$ cat src/rtl/xera4_video_pkg.sv
// xera4_video_pkg: shared constants and types for the XERA4 video scan-out.
// Holds the 640x480@60 VGA timing, the 320x200x4bpp framebuffer geometry,
// the 12-bit colour type and the fixed grey mapping used when the palette
// option (XERA4_VIDEO_PALETTE_EN) is not built.
package xera4_video_pkg;

    // Horizontal timing in pixel clocks: active, front porch, sync, back porch.
    localparam int unsigned H_ACTIVE = 640;
    localparam int unsigned H_FP     = 16;
    localparam int unsigned H_SYNC   = 96;
    localparam int unsigned H_BP     = 48;
    localparam int unsigned H_TOTAL  = H_ACTIVE + H_FP + H_SYNC + H_BP;

    // Vertical timing in lines: active, front porch, sync, back porch.
    localparam int unsigned V_ACTIVE = 480;
    localparam int unsigned V_FP     = 10;
    localparam int unsigned V_SYNC   = 2;
    localparam int unsigned V_BP     = 33;
    localparam int unsigned V_TOTAL  = V_ACTIVE + V_FP + V_SYNC + V_BP;

    // Framebuffer geometry: two 4-bit pixels per byte.
    localparam int unsigned FB_W           = 320;
    localparam int unsigned FB_H           = 200;
    localparam int unsigned BYTES_PER_LINE = 160;
    localparam int unsigned FB_BYTES       = 32000;

    typedef logic [11:0] rgb12_t;

    // Fixed 16-level grey: the nibble drives all three channels.
    function automatic rgb12_t grey12(input logic [3:0] n);
        return {n, n, n};
    endfunction

endpackage

$ cat src/rtl/xera4_palette.sv
// xera4_palette: 16-entry x 12-bit register palette with an asynchronous read.
// Built only when XERA4_VIDEO_PALETTE_EN is defined.
// Ports:
//   clk, rst_n : clock, asynchronous active-low reset (entry i resets to {i,i,i})
//   i_we       : write strobe
//   i_widx     : entry written
//   i_wrgb     : {R,G,B} written
//   i_ridx     : entry looked up
//   o_rrgb     : looked-up colour; a write becomes visible the cycle after its edge
`ifdef XERA4_VIDEO_PALETTE_EN
module xera4_palette
    import xera4_video_pkg::*;
(
    input  logic       clk,
    input  logic       rst_n,
    input  logic       i_we,
    input  logic [3:0] i_widx,
    input  rgb12_t     i_wrgb,
    input  logic [3:0] i_ridx,
    output rgb12_t     o_rrgb
);

    rgb12_t r_pal [16];

    always_ff @(posedge clk or negedge rst_n) begin
        if (!rst_n) begin
            for (int i = 0; i < 16; i++) begin
                r_pal[i] <= {4'(i), 4'(i), 4'(i)};
            end
        end else if (i_we) begin
            r_pal[i_widx] <= i_wrgb;
        end
    end

    // Read returns the pre-edge contents, so a same-cycle write/read sees the old value.
    assign o_rrgb = r_pal[i_ridx];

endmodule
`endif

$ cat src/rtl/xera4_video_scan.sv
// xera4_video_scan: scans the 320x200x4bpp XERA4 framebuffer and drives
// 640x480@60 VGA, doubling every source pixel in both directions and
// centring the 400-line image between V_BORDER-line borders.
// Option: XERA4_VIDEO_PALETTE_EN adds a writable 16x12 palette; without it
// each nibble is shown as a fixed grey level.
// Ports:
//   clk, rst_n         : pixel clock, asynchronous active-low reset
//   vram_addr          : VRAM read byte address (registered)
//   vram_data          : VRAM read data, one clock after the address
//   vga_hs, vga_vs     : active-low syncs, delayed with the colour
//   vga_r/g/b          : 4-bit colour channels
//   vblank_start       : one-clock pulse at hcnt==0, vcnt==480 (counter timing)
//   pal_we/idx/rgb     : palette write port (XERA4_VIDEO_PALETTE_EN only)
module xera4_video_scan
    import xera4_video_pkg::*;
#(
    parameter rgb12_t      BORDER_RGB = 12'h000,
    parameter int unsigned V_BORDER   = 40
) (
    input  logic        clk,
    input  logic        rst_n,
    output logic [14:0] vram_addr,
    input  logic [7:0]  vram_data,
    output logic        vga_hs,
    output logic        vga_vs,
    output logic [3:0]  vga_r,
    output logic [3:0]  vga_g,
    output logic [3:0]  vga_b,
    output logic        vblank_start
`ifdef XERA4_VIDEO_PALETTE_EN
    ,
    input  logic        pal_we,
    input  logic [3:0]  pal_idx,
    input  logic [11:0] pal_rgb
`endif
);

    localparam logic [9:0] HCNT_MAX = 10'(H_TOTAL - 1);
    localparam logic [9:0] VCNT_MAX = 10'(V_TOTAL - 1);
    localparam logic [9:0] H_ACT    = 10'(H_ACTIVE);
    localparam logic [9:0] V_ACT    = 10'(V_ACTIVE);
    localparam logic [9:0] HS_START = 10'(H_ACTIVE + H_FP);
    localparam logic [9:0] HS_END   = 10'(H_ACTIVE + H_FP + H_SYNC);
    localparam logic [9:0] VS_START = 10'(V_ACTIVE + V_FP);
    localparam logic [9:0] VS_END   = 10'(V_ACTIVE + V_FP + V_SYNC);
    localparam logic [9:0] IMG_TOP  = 10'(V_BORDER);
    localparam logic [9:0] IMG_BOT  = 10'(V_BORDER + 2 * FB_H);

    // Stage 0: raster counters.
    logic [9:0] r_hcnt;
    logic [9:0] r_vcnt;

    always_ff @(posedge clk or negedge rst_n) begin
        if (!rst_n) begin
            r_hcnt <= '0;
            r_vcnt <= '0;
        end else if (r_hcnt == HCNT_MAX) begin
            r_hcnt <= '0;
            r_vcnt <= (r_vcnt == VCNT_MAX) ? '0 : r_vcnt + 10'd1;
        end else begin
            r_hcnt <= r_hcnt + 10'd1;
        end
    end

    assign vblank_start = (r_hcnt == '0) && (r_vcnt == V_ACT);

    logic        w_active;
    logic        w_image;
    logic        w_fetch;
    logic        w_hs_on;
    logic        w_vs_on;
    logic [7:0]  w_y;
    logic [7:0]  w_k;
    logic [14:0] w_addr;

    assign w_active = (r_hcnt < H_ACT) && (r_vcnt < V_ACT);
    // Image lines that fall outside the active columns are treated as blanking.
    assign w_image  = w_active && (r_vcnt >= IMG_TOP) && (r_vcnt < IMG_BOT);
    assign w_fetch  = w_image && (r_hcnt[1:0] == 2'b00);
    assign w_hs_on  = (r_hcnt >= HS_START) && (r_hcnt < HS_END);
    assign w_vs_on  = (r_vcnt >= VS_START) && (r_vcnt < VS_END);

    // y*160 + k as shifts; the image-region gate keeps this within 0..31999.
    assign w_y    = 8'((r_vcnt - IMG_TOP) >> 1);
    assign w_k    = r_hcnt[9:2];
    assign w_addr = {w_y, 7'b0} + {2'b0, w_y, 5'b0} + {7'b0, w_k};

    // Stage 1: address register plus the control that travels with it.
    logic [14:0] r_vram_addr;
    logic        r_s1_active;
    logic        r_s1_image;
    logic        r_s1_lo;
    logic        r_s1_hs_on;
    logic        r_s1_vs_on;

    // Stage 2: control aligned with vram_data.
    logic        r_s2_active;
    logic        r_s2_image;
    logic        r_s2_lo;
    logic        r_s2_hs_on;
    logic        r_s2_vs_on;

    // Stage 3: output registers.
    rgb12_t      r_rgb;
    logic        r_hs;
    logic        r_vs;

    logic [3:0]  w_nib;
    rgb12_t      w_pix;
    rgb12_t      w_colour;

    // Screen columns 4k..4k+1 show the high nibble, 4k+2..4k+3 the low nibble.
    assign w_nib = r_s2_lo ? vram_data[3:0] : vram_data[7:4];

`ifdef XERA4_VIDEO_PALETTE_EN
    xera4_palette u_palette (
        .clk    (clk),
        .rst_n  (rst_n),
        .i_we   (pal_we),
        .i_widx (pal_idx),
        .i_wrgb (pal_rgb),
        .i_ridx (w_nib),
        .o_rrgb (w_pix)
    );
`else
    assign w_pix = grey12(w_nib);
`endif

    always_comb begin
        w_colour = 12'h000;
        if (r_s2_image) begin
            w_colour = w_pix;
        end else if (r_s2_active) begin
            w_colour = BORDER_RGB;
        end
    end

    always_ff @(posedge clk or negedge rst_n) begin
        if (!rst_n) begin
            r_vram_addr <= '0;
            r_s1_active <= 1'b0;
            r_s1_image  <= 1'b0;
            r_s1_lo     <= 1'b0;
            r_s1_hs_on  <= 1'b0;
            r_s1_vs_on  <= 1'b0;
            r_s2_active <= 1'b0;
            r_s2_image  <= 1'b0;
            r_s2_lo     <= 1'b0;
            r_s2_hs_on  <= 1'b0;
            r_s2_vs_on  <= 1'b0;
            r_rgb       <= '0;
            r_hs        <= 1'b1;
            r_vs        <= 1'b1;
        end else begin
            if (w_fetch) begin
                r_vram_addr <= w_addr;
            end
            r_s1_active <= w_active;
            r_s1_image  <= w_image;
            r_s1_lo     <= r_hcnt[1];
            r_s1_hs_on  <= w_hs_on;
            r_s1_vs_on  <= w_vs_on;
            r_s2_active <= r_s1_active;
            r_s2_image  <= r_s1_image;
            r_s2_lo     <= r_s1_lo;
            r_s2_hs_on  <= r_s1_hs_on;
            r_s2_vs_on  <= r_s1_vs_on;
            r_rgb       <= w_colour;
            r_hs        <= ~r_s2_hs_on;
            r_vs        <= ~r_s2_vs_on;
        end
    end

    assign vram_addr = r_vram_addr;
    assign vga_r     = r_rgb[11:8];
    assign vga_g     = r_rgb[7:4];
    assign vga_b     = r_rgb[3:0];
    assign vga_hs    = r_hs;
    assign vga_vs    = r_vs;

endmodule

$ cat config.mk
export PLATFORM = sky130hd
export DESIGN_NAME = xera4_video_scan
export DESIGN_NICKNAME = d
export VERILOG_FILES = /design/src/rtl/xera4_video_pkg.sv /design/src/rtl/xera4_palette.sv /design/src/rtl/xera4_video_scan.sv
export SDC_FILE = /design/constraint.sdc
export NUM_CORES = 1
export LEC_CHECK = 0
export CELL_PAD_IN_SITES_DETAIL_PLACEMENT = 1
export CELL_PAD_IN_SITES_GLOBAL_PLACEMENT = 2
export CORE_MARGIN = 2
export CORE_UTILIZATION = 34
export CTS_CLUSTER_SIZE = 10
export DETAILED_ROUTE_END_ITERATION = 8
export GPL_TIMING_DRIVEN = 0
export PLACE_DENSITY_LB_ADDON = 0.1
export SYNTH_ARGS = -nofsm -noshare
export SYNTH_HDL_FRONTEND = slang
export SYNTH_SLANG_ARGS = --single-unit
$ cat constraint.sdc
create_clock -name clk -period 3.45 [get_ports clk]
set_input_delay 0.69 -clock clk [delete_from_list [all_inputs] [get_ports clk]]
set_output_delay 0.69 -clock clk [all_outputs]
set_load 0.01 [all_outputs]
[Word level (Yosys, flattened, before mapping)]
Cells that the tools add are included.
Widths: inputs -> output; s select.
Operators by class
  add/sub/neg operators: 5
  magnitude comparators: 8
  mux-type cells: 4
  reduce and logical (&&, ||, !) cells: 9
  bitwise operators: 2
  equal/unequal tests: 3
Operators by type and width (count)
  $lt 10x9->1 const B: 3
  $add 10x1->10 const B: 2
  $eq 10x10->1 const B: 2
  $lt 10x10->1 const B: 2
  $mux 10: 2
  $add 15x13->15: 1
  $add 15x8->15: 1
  $mux 12: 1
  $eq 10x9->1 const B: 1
  $ge 10x10->1 const B: 1
  $ge 10x6->1 const B: 1
  $ge 10x9->1 const B: 1
  $logic_not 10->1: 1
  $sub 9x6->9 const B: 1
  $logic_and 1x1->1: 7
  $mux 4: 1
  $logic_not 2->1: 1
  $not 1->1: 2
Word-level totals
  input bits: 10
  logic and storage cells: 45
  bits in registers: 57

[Logic depth before layout (Yosys ltp)]
Gate-level depths: netlist of run 1.
  word-level depth: 5
  depth in mapped cells: 13
  mapped depth without buffers: 12

[Worst setup path before layout of run 1]
OpenSTA, ideal clock, no wires.
  kind: register -> register
  start point: reg r_vcnt[3]
  end point: reg r_vram_addr[13] (netlist: vram_addr[13])
  data required time: 3.325 ns
  path buffers: 1
  cell stages (with the launch flop): 14
  data arrival time: 2.907 ns
  slack: 0.418 ns
  cells stage by stage: dfrtp_1 clkbuf_1 inv_1 ha_1 inv_1 a21oi_1 xor2_1 ha_1 ha_1 o211ai_1 nor3_1 a2111oi_0 xnor2_1 mux2_4
On the way
  longest elaborated chain between the ends: 5
RTL lines
  start: declaration: line xera4_video_scan.sv:51  | logic [9:0] r_vcnt;
  start signal: assignment: line xera4_video_scan.sv:59  | r_vcnt <= (r_vcnt == VCNT_MAX) ? '0 : r_vcnt + 10'd1;
  parallel branches: the longest is 5 deep, another holds $add 15x13->15
  end signal: assignment: line xera4_video_scan.sv:156  | r_vram_addr <= w_addr;
  end: declaration: line xera4_video_scan.sv:89  | logic [14:0] r_vram_addr;
Parallel ways; which one is timed is not known.
A chain may end at the register's enable or synchronous reset.

[Worst setup path in the final report of run 1]
Same ends and word-level chain as after synthesis.

==> results of run 1 <==
-- logic make-up after synthesis --
logic type | synth area share
and+or+nand+nor | 0.156
AOI/OAI and AO/OA | 0.0970
adders and majority gates | 0.102
xor gates and xnor gates | 0.0648
muxes | 0.0868
DFF | 0.433
buffers and inverters | 0.0599
-- power by group --
part | internal, mW | switching, mW
Combinational | 0.0123 | 0.0134
Clock | 0.218 | 0.200
Sequential | 0.574 | 0
-- what timing repair did --
| item | in CTS | in global routing |
|---|---|---|
| gates resized for setup | 0 | 2 |
| pin swaps | 0 | 0 |
| endpoints found under the setup margin | 1 | 1 |
| hold buffers | 0 | 0 |
-- routing by layer --
layer | up-vias | track usage
li1 | 1001 | -
met1 | 1021 | 0.193
met2 | 33 | 0.235
met3 | 4 | 0.0300
met4 | 0 | 0.0298
met5 | - | 0
-- Yosys cell counts, types with 2 or more instances --
| cell type | number |
|---|---|
| sky130_fd_sc_hd__a31oi_1 | 3 |
| sky130_fd_sc_hd__mux2_4 | 10 |
| sky130_fd_sc_hd__nand2_1 | 16 |
| sky130_fd_sc_hd__clkbuf_1 | 10 |
| sky130_fd_sc_hd__mux2i_1 | 4 |
| sky130_fd_sc_hd__ha_1 | 20 |
| sky130_fd_sc_hd__o21ai_0 | 14 |
| sky130_fd_sc_hd__mux2_2 | 5 |
| sky130_fd_sc_hd__and3_1 | 4 |
| sky130_fd_sc_hd__a21oi_1 | 10 |
| sky130_fd_sc_hd__or3_1 | 2 |
| sky130_fd_sc_hd__nand4_1 | 6 |
| sky130_fd_sc_hd__buf_6 | 2 |
| sky130_fd_sc_hd__xor2_1 | 10 |
| sky130_fd_sc_hd__nor3_1 | 7 |
| sky130_fd_sc_hd__dfstp_2 | 2 |
| sky130_fd_sc_hd__o31ai_1 | 4 |
| sky130_fd_sc_hd__buf_4 | 8 |
| sky130_fd_sc_hd__xnor2_1 | 11 |
| sky130_fd_sc_hd__nand3_1 | 7 |
| sky130_fd_sc_hd__inv_1 | 12 |
| sky130_fd_sc_hd__dfrtp_1 | 47 |
| sky130_fd_sc_hd__nand2b_1 | 3 |
| sky130_fd_sc_hd__nor4_1 | 2 |
| sky130_fd_sc_hd__a21o_1 | 2 |
| sky130_fd_sc_hd__nor2b_1 | 7 |
| sky130_fd_sc_hd__fa_1 | 2 |
| sky130_fd_sc_hd__nor4_2 | 2 |
| sky130_fd_sc_hd__o21a_1 | 2 |
| sky130_fd_sc_hd__nor2_1 | 11 |
-- area by class of cell --
| class | instances | area, um2 | share of cell area |
|---|---|---|---|
| Sequential cell | 49 | 1230 | 0.352 |
| Buffer | 19 | 118 | 0.0337 |
| Inverter | 12 | 45.0 | 0.0129 |
| Clock buffer | 5 | 68.8 | 0.0197 |
| Clock inverter | 3 | 43.8 | 0.0125 |
| Multi-Input combinational cell | 181 | 1440 | 0.413 |
| Timing Repair Buffer | 40 | 413 | 0.118 |
| Tap cell | 105 | 131 | 0.0376 |
-- final timing paths --
kind | from | to | slack (ps) | cells past startpoint
setup / recovery | r_vcnt[3]$_DFFE_PN0N_ | vram_addr[13]$_DFFE_PN0P_ | 300 | 12
hold / removal | r_s1_image$_DFF_PN0_ | r_s2_image$_DFF_PN0_ | 350 | 0
setup reg to reg | r_vcnt[3]$_DFFE_PN0N_ | vram_addr[13]$_DFFE_PN0P_ | 300 | 12
hold reg to reg | r_s1_image$_DFF_PN0_ | r_s2_image$_DFF_PN0_ | 350 | 0
max in group asynchronous | rst_n | r_vcnt[3]$_DFFE_PN0N_ | 2470 | 2
min in group asynchronous | rst_n | vram_addr[11]$_DFFE_PN0P_ | 420 | 1
-- metrics by stage --
| stage | instance area, um2 | power, mW | instances |
|---|---|---|---|
| after floorplan | 2840 | 0.587 | 263 |
| after global placement | 3360 | 0.609 | 407 |
| after detailed placement | 3380 | 0.612 | 408 |
| after CTS | 3490 | 1.04 | 415 |
| after global routing | 3490 | 1.06 | 414 |
| final | 3490 | 1.02 | 414 |
-- state kept, by name, summed over array words and instances (netlist names) --
register,count
r_s1_hs_on,1
r_s1_lo,1
r_s2_hs_on,1
vga_hs,1
r_s1_image,1
vram_addr,15
r_s2_vs_on,1
r_rgb,4
r_s1_vs_on,1
r_s2_image,1
r_s2_lo,1
r_hcnt,10
vga_vs,1
r_vcnt,10
==> results.cfg, run 1 <==
[synthesis]
netlist_instances = 263
synth_top_area_share = 0.414
synthesis.yosys.warnings = 0
ys_top_cells_by_area = sky130_fd_sc_hd__dfrtp_1 41%, sky130_fd_sc_hd__ha_1 8.8%, sky130_fd_sc_hd__mux2_4 5.3%
post_syn_nets = 295
postSynthAreaPerCell_um2 = 10.8
synth_cell_type_count = 48
synth_sequential_area_ratio = 0.433
postSynth.asyncResetShare = 1.00
synth_flop_cell = sky130_fd_sc_hd__dfrtp_1
syn-cell-area_mm2 = 0.00284
synthDominantAreaCellType = sky130_fd_sc_hd__dfrtp_1
synth-seq-cells = 49
synth_enable_flop_cells = 0

[final_layout]
areaGrowthSynthToFinish_pct = 23.0
antenna_cells = 0
final.fill_count = 906
leading_cell_type_in_the_layout_fill_and_taps_excluded = sky130_fd_sc_hd__dfrtp_1
most-common-layout-cells = 46 x sky130_fd_sc_hd__dfrtp_1, 38 x sky130_fd_sc_hd__clkdlybuf4s50_1, 20 x sky130_fd_sc_hd__ha_1
final_core_utilization = 0.429
final_nets = 340
share_of_layout_cells_above_drive_strength_1 = 0.146

[route]
met2RoutedLength_um = 2900
detailed_routing_wirelength_on_met1_um = 2970
route.final.wire_length_um = 6120
detailroute.wirelength.met3_um = 210
drc_errors = 0
initialDrtViolationCount = 27
avgViaCountPerCell = 4.97
vias = 2059
routed.top_layer = met4
ant_nets = 0
post_drt_wl_per_cell_um = 14.8
drt_first_pass_iters = 4

[floorplanning]
floorplan.die.width_um = 95.4
design.die.area_mm2 = 0.00910
design.core.area_mm2 = 0.00813
ioPinCount = 40
rows = 33
chipHeight_um = 95.4
start_util = 0.349

[cts]
cts-buffers-inserted = 5
cts.repair_timing.setup_buffer_count = 0
clkLatencyLatePin_ps = 300
clock_sinks = 49
clk_pin_slew_worst_paths_ps = 90
htreeDepth = 2
cts_tree = built
ctsLongestPathBuffers = 2
cts_root_buffer = sky130_fd_sc_hd__clkbuf_8

[timing]
rsz0062_at_grt = no
final_layout_setup_total_negative_slack_ps = 0
relSlewSlack = 0.412
period_needed_ps = 3150
worst_slack_ps = 304
setup-violations-final = 0
max_freq_mhz = 318
fin_hold_ws_ps = 352
final-max-slew-violation-count = 0
final_min_period_over_clock_period = 0.912
worst-slew-pin-transition_ps = 871
final.setup_skew_ps = 8.30
finalHoldViolCount = 0

[critical_path]
crit_path_max_incr_delay_ps = 510
setup.worst_path.class = register to register
startpoint_type = register
setup.worst_path.end_class = register
crit_path_max_fanout = 13
critPathSlowestCell = sky130_fd_sc_hd__dfrtp_2
timing.critical_path.arrival_ps = 3340
cp_top_family = adder cells
cp_common_cell = sky130_fd_sc_hd__ha_1
cp_buf_inv_count = 2
crit_required_ps = 3640
critical_path.cell_chain = inv_1, ha_1, inv_1, a21oi_1, xor2_1, ha_1, ha_1, o211ai_1, nor3_1, a2111oi_1, xnor2_1, mux2_4

[status]
run_status = finished clean

[run]
count_of_maximum_capacitance_violations = 0

[global_routing]
grt_pass1_vias = 2034
global_route.overflow_total = 0
grt_pass1_wl_um = 10100
grt_usage = 0.142
initial_antenna_violation_count = 0
pin_count_of_the_biggest_net_entering_global_routing = 30

[placed_design]
finalWeightedCongestion = 0.717
detailedPlace.worstSlack_ps = -110
dp_hpwl_um = 4730
port_buffers = 39

[pwr]
ir_drop_v = 0.000171
power-per-cell-area_mw_per_mm2 = 291
total_leakage_power_nw = 1.63

[hold_path]
worstHoldPathType = register to register
No activity file was read; power rests on OpenSTA's default activity.
==> inputs of run 2 (changes only) <==
--- a/config.mk
+++ b/config.mk
@@ -7,12 +7,13 @@
 export LEC_CHECK = 0
 export CELL_PAD_IN_SITES_DETAIL_PLACEMENT = 1
 export CELL_PAD_IN_SITES_GLOBAL_PLACEMENT = 2
-export CORE_MARGIN = 2
+export CORE_MARGIN = 1.5
 export CORE_UTILIZATION = 34
 export CTS_CLUSTER_SIZE = 10
 export DETAILED_ROUTE_END_ITERATION = 8
 export GPL_TIMING_DRIVEN = 0
 export PLACE_DENSITY_LB_ADDON = 0.1
+export REMOVE_ABC_BUFFERS = 1
 export SYNTH_ARGS = -nofsm -noshare
 export SYNTH_HDL_FRONTEND = slang
 export SYNTH_SLANG_ARGS = --single-unit
==> constraint.sdc (replaced) <==
create_clock -name clk -period 3.45 [get_ports clk]
set_input_delay 0.69 -clock clk [delete_from_list [all_inputs] [get_ports clk]]
set_output_delay 0.69 -clock clk [all_outputs]
set_load 0.02 [all_outputs]
==> results.cfg, run 2 (synthesis gave the netlist of run 1 again) <==
[status]
run_status = finished clean

[route]
post_drt_wl_per_cell_um = 14.7
met2RoutedLength_um = 2550
initialDrtViolationCount = 78
routed.top_layer = met4
detailroute.wirelength.met3_um = 204
ant_nets = 0
vias = 1993
avgViaCountPerCell = 5.05
drc_errors = 0
route.final.wire_length_um = 5790
drt_first_pass_iters = 4
detailed_routing_wirelength_on_met1_um = 2980

[timing]
final_min_period_over_clock_period = 0.917
period_needed_ps = 3160
rsz0062_at_grt = no
worst-slew-pin-transition_ps = 1180
final_layout_setup_total_negative_slack_ps = 0
fin_hold_ws_ps = 261
max_freq_mhz = 316
final.setup_skew_ps = 10.7
relSlewSlack = 0.206
final-max-slew-violation-count = 0
setup-violations-final = 0
finalHoldViolCount = 0

[cts]
cts-buffers-inserted = 5
ctsLongestPathBuffers = 2
cts_hold_buffers = 0
clk_pin_slew_worst_paths_ps = 100
cts_root_buffer = sky130_fd_sc_hd__clkbuf_8
cts_tree = built
clkLatencyLatePin_ps = 310
cts.repair_timing.setup_buffer_count = 0
cts-resized-gates = 0
clock_sinks = 49
htreeDepth = 2

[critical_path]
critical_path.cell_chain = inv_1, ha_1, inv_1, a21oi_1, xor2_1, ha_1, ha_1, o211ai_1, nor3_1, a2111oi_1, xnor2_1, mux2_4
rr_endpoint = vram_addr[13]$_DFFE_PN0P_
path_depth = 12
cp_top_family = adder cells
reg2reg_depth = 12
timing.critical_path.arrival_ps = 3360
setup.worst_path.class = register to register
cp_buf_inv_count = 2
setup.reg_to_reg.worst_slack_ps = 290
startpoint_type = register
crit_path_start = r_vcnt[3]$_DFFE_PN0N_
crit_path_max_fanout = 13
setup.worst_path.end_class = register
cp_common_cell = sky130_fd_sc_hd__ha_1
crit_path_max_incr_delay_ps = 520
crit_required_ps = 3640
critPathSlowestCell = sky130_fd_sc_hd__dfrtp_2
timing.rr.start = r_vcnt[3]$_DFFE_PN0N_
crit_path_end = vram_addr[13]$_DFFE_PN0P_

[pwr]
power-per-cell-area_mw_per_mm2 = 286
pwr-share-clk = 0.374
combinational_cell_fraction_of_total_power = 0.026
ir_drop_v = 0.000137
p_seq_frac = 0.600
p_total_uw = 957
p_sw_frac = 0.235
total_leakage_power_nw = 1.54
internal_power_uw = 732
power_switching_uw = 225

[final_layout]
share_of_layout_cells_above_drive_strength_1 = 0.117
number_of_flip_flops_under_the_largest_register_name = 15
antenna_cells = 0
design_area_mm2 = 0.00335
most-common-layout-cells = 46 x sky130_fd_sc_hd__dfrtp_1, 38 x sky130_fd_sc_hd__clkdlybuf4s50_1, 20 x sky130_fd_sc_hd__ha_1
areaGrowthSynthToFinish_pct = 17.9
leading_cell_type_in_the_layout_fill_and_taps_excluded = sky130_fd_sc_hd__dfrtp_1
final_nets = 321
final_core_utilization = 0.411

[global_routing]
grt_pass1_vias = 1964
grt_usage = 0.140
global_route.overflow_total = 0
pin_count_of_the_biggest_net_entering_global_routing = 40
initial_antenna_violation_count = 0
grt_pass1_wl_um = 9890

[floorplanning]
design.die.area_mm2 = 0.00891
ioPinCount = 40
start_util = 0.349
chipHeight_um = 94.4
design.core.area_mm2 = 0.00813
floorplan.die.width_um = 94.4
rows = 33

[run]
count_of_maximum_capacitance_violations = 0

[placed_design]
finalWeightedCongestion = 0.716
port_buffers = 39
postPlaceCellArea_mm2 = 0.00325
dp_hpwl_um = 4260

[hold_path]
worstHoldPathType = primary input to asynchronous set/reset pin
-- run 2: cell type report --
type,count,area [um2]
Clock inverter,3,25.0
Timing Repair Buffer,40,405
Clock buffer,5,68.8
Multi-Input combinational cell,181,1440
Tap cell,105,131
Inverter,12,45.0
Sequential cell,49,1230
Fill cell,925,4790
-- run 2: stage by stage --
| stage | setup slack (ps) | std cells |
|---|---|---|
| after floorplan | 514 | 242 |
| after global placement | 103 | 386 |
| after detailed placement | 94.7 | 387 |
| after CTS | 77.7 | 395 |
| after global routing | 28.9 | 395 |
| final | 288 | 395 |
-- run 2: worst min path at each step --
stage,startpoint,endpoint,slack [ps]
floorplan,r_s1_hs_on$_DFF_PN0_,r_s2_hs_on$_DFF_PN0_,330
global placement,r_s1_lo$_DFF_PN0_,r_s2_lo$_DFF_PN0_,330
detailed placement,r_s1_vs_on$_DFF_PN0_,r_s2_vs_on$_DFF_PN0_,340
CTS,rst_n,vram_addr[12]$_DFFE_PN0P_,260
global route,rst_n,vram_addr[12]$_DFFE_PN0P_,260
finish,rst_n,vram_addr[12]$_DFFE_PN0P_,260
-- run 2: power groups by stage --
stage | logic, mW | clock network [mW] | registers [mW]
2_1_floorplan | 0.00144 | 0 | 0.585
3_3_place_gp | 0.0240 | 0 | 0.585
3_5_place_dp | 0.0263 | 0 | 0.585
4_1_cts | 0.0264 | 0.376 | 0.574
5_1_grt | 0.0280 | 0.399 | 0.574
6_report | 0.0248 | 0.358 | 0.574
-- run 2: layer usage --
| metal | global-route usage | vias to the layer above |
|---|---|---|
| met5 | 0 | - |
| met4 | 0.0373 | 0 |
| met3 | 0.0282 | 7 |
| met2 | 0.208 | 33 |
| met1 | 0.208 | 982 |
| li1 | - | 971 |
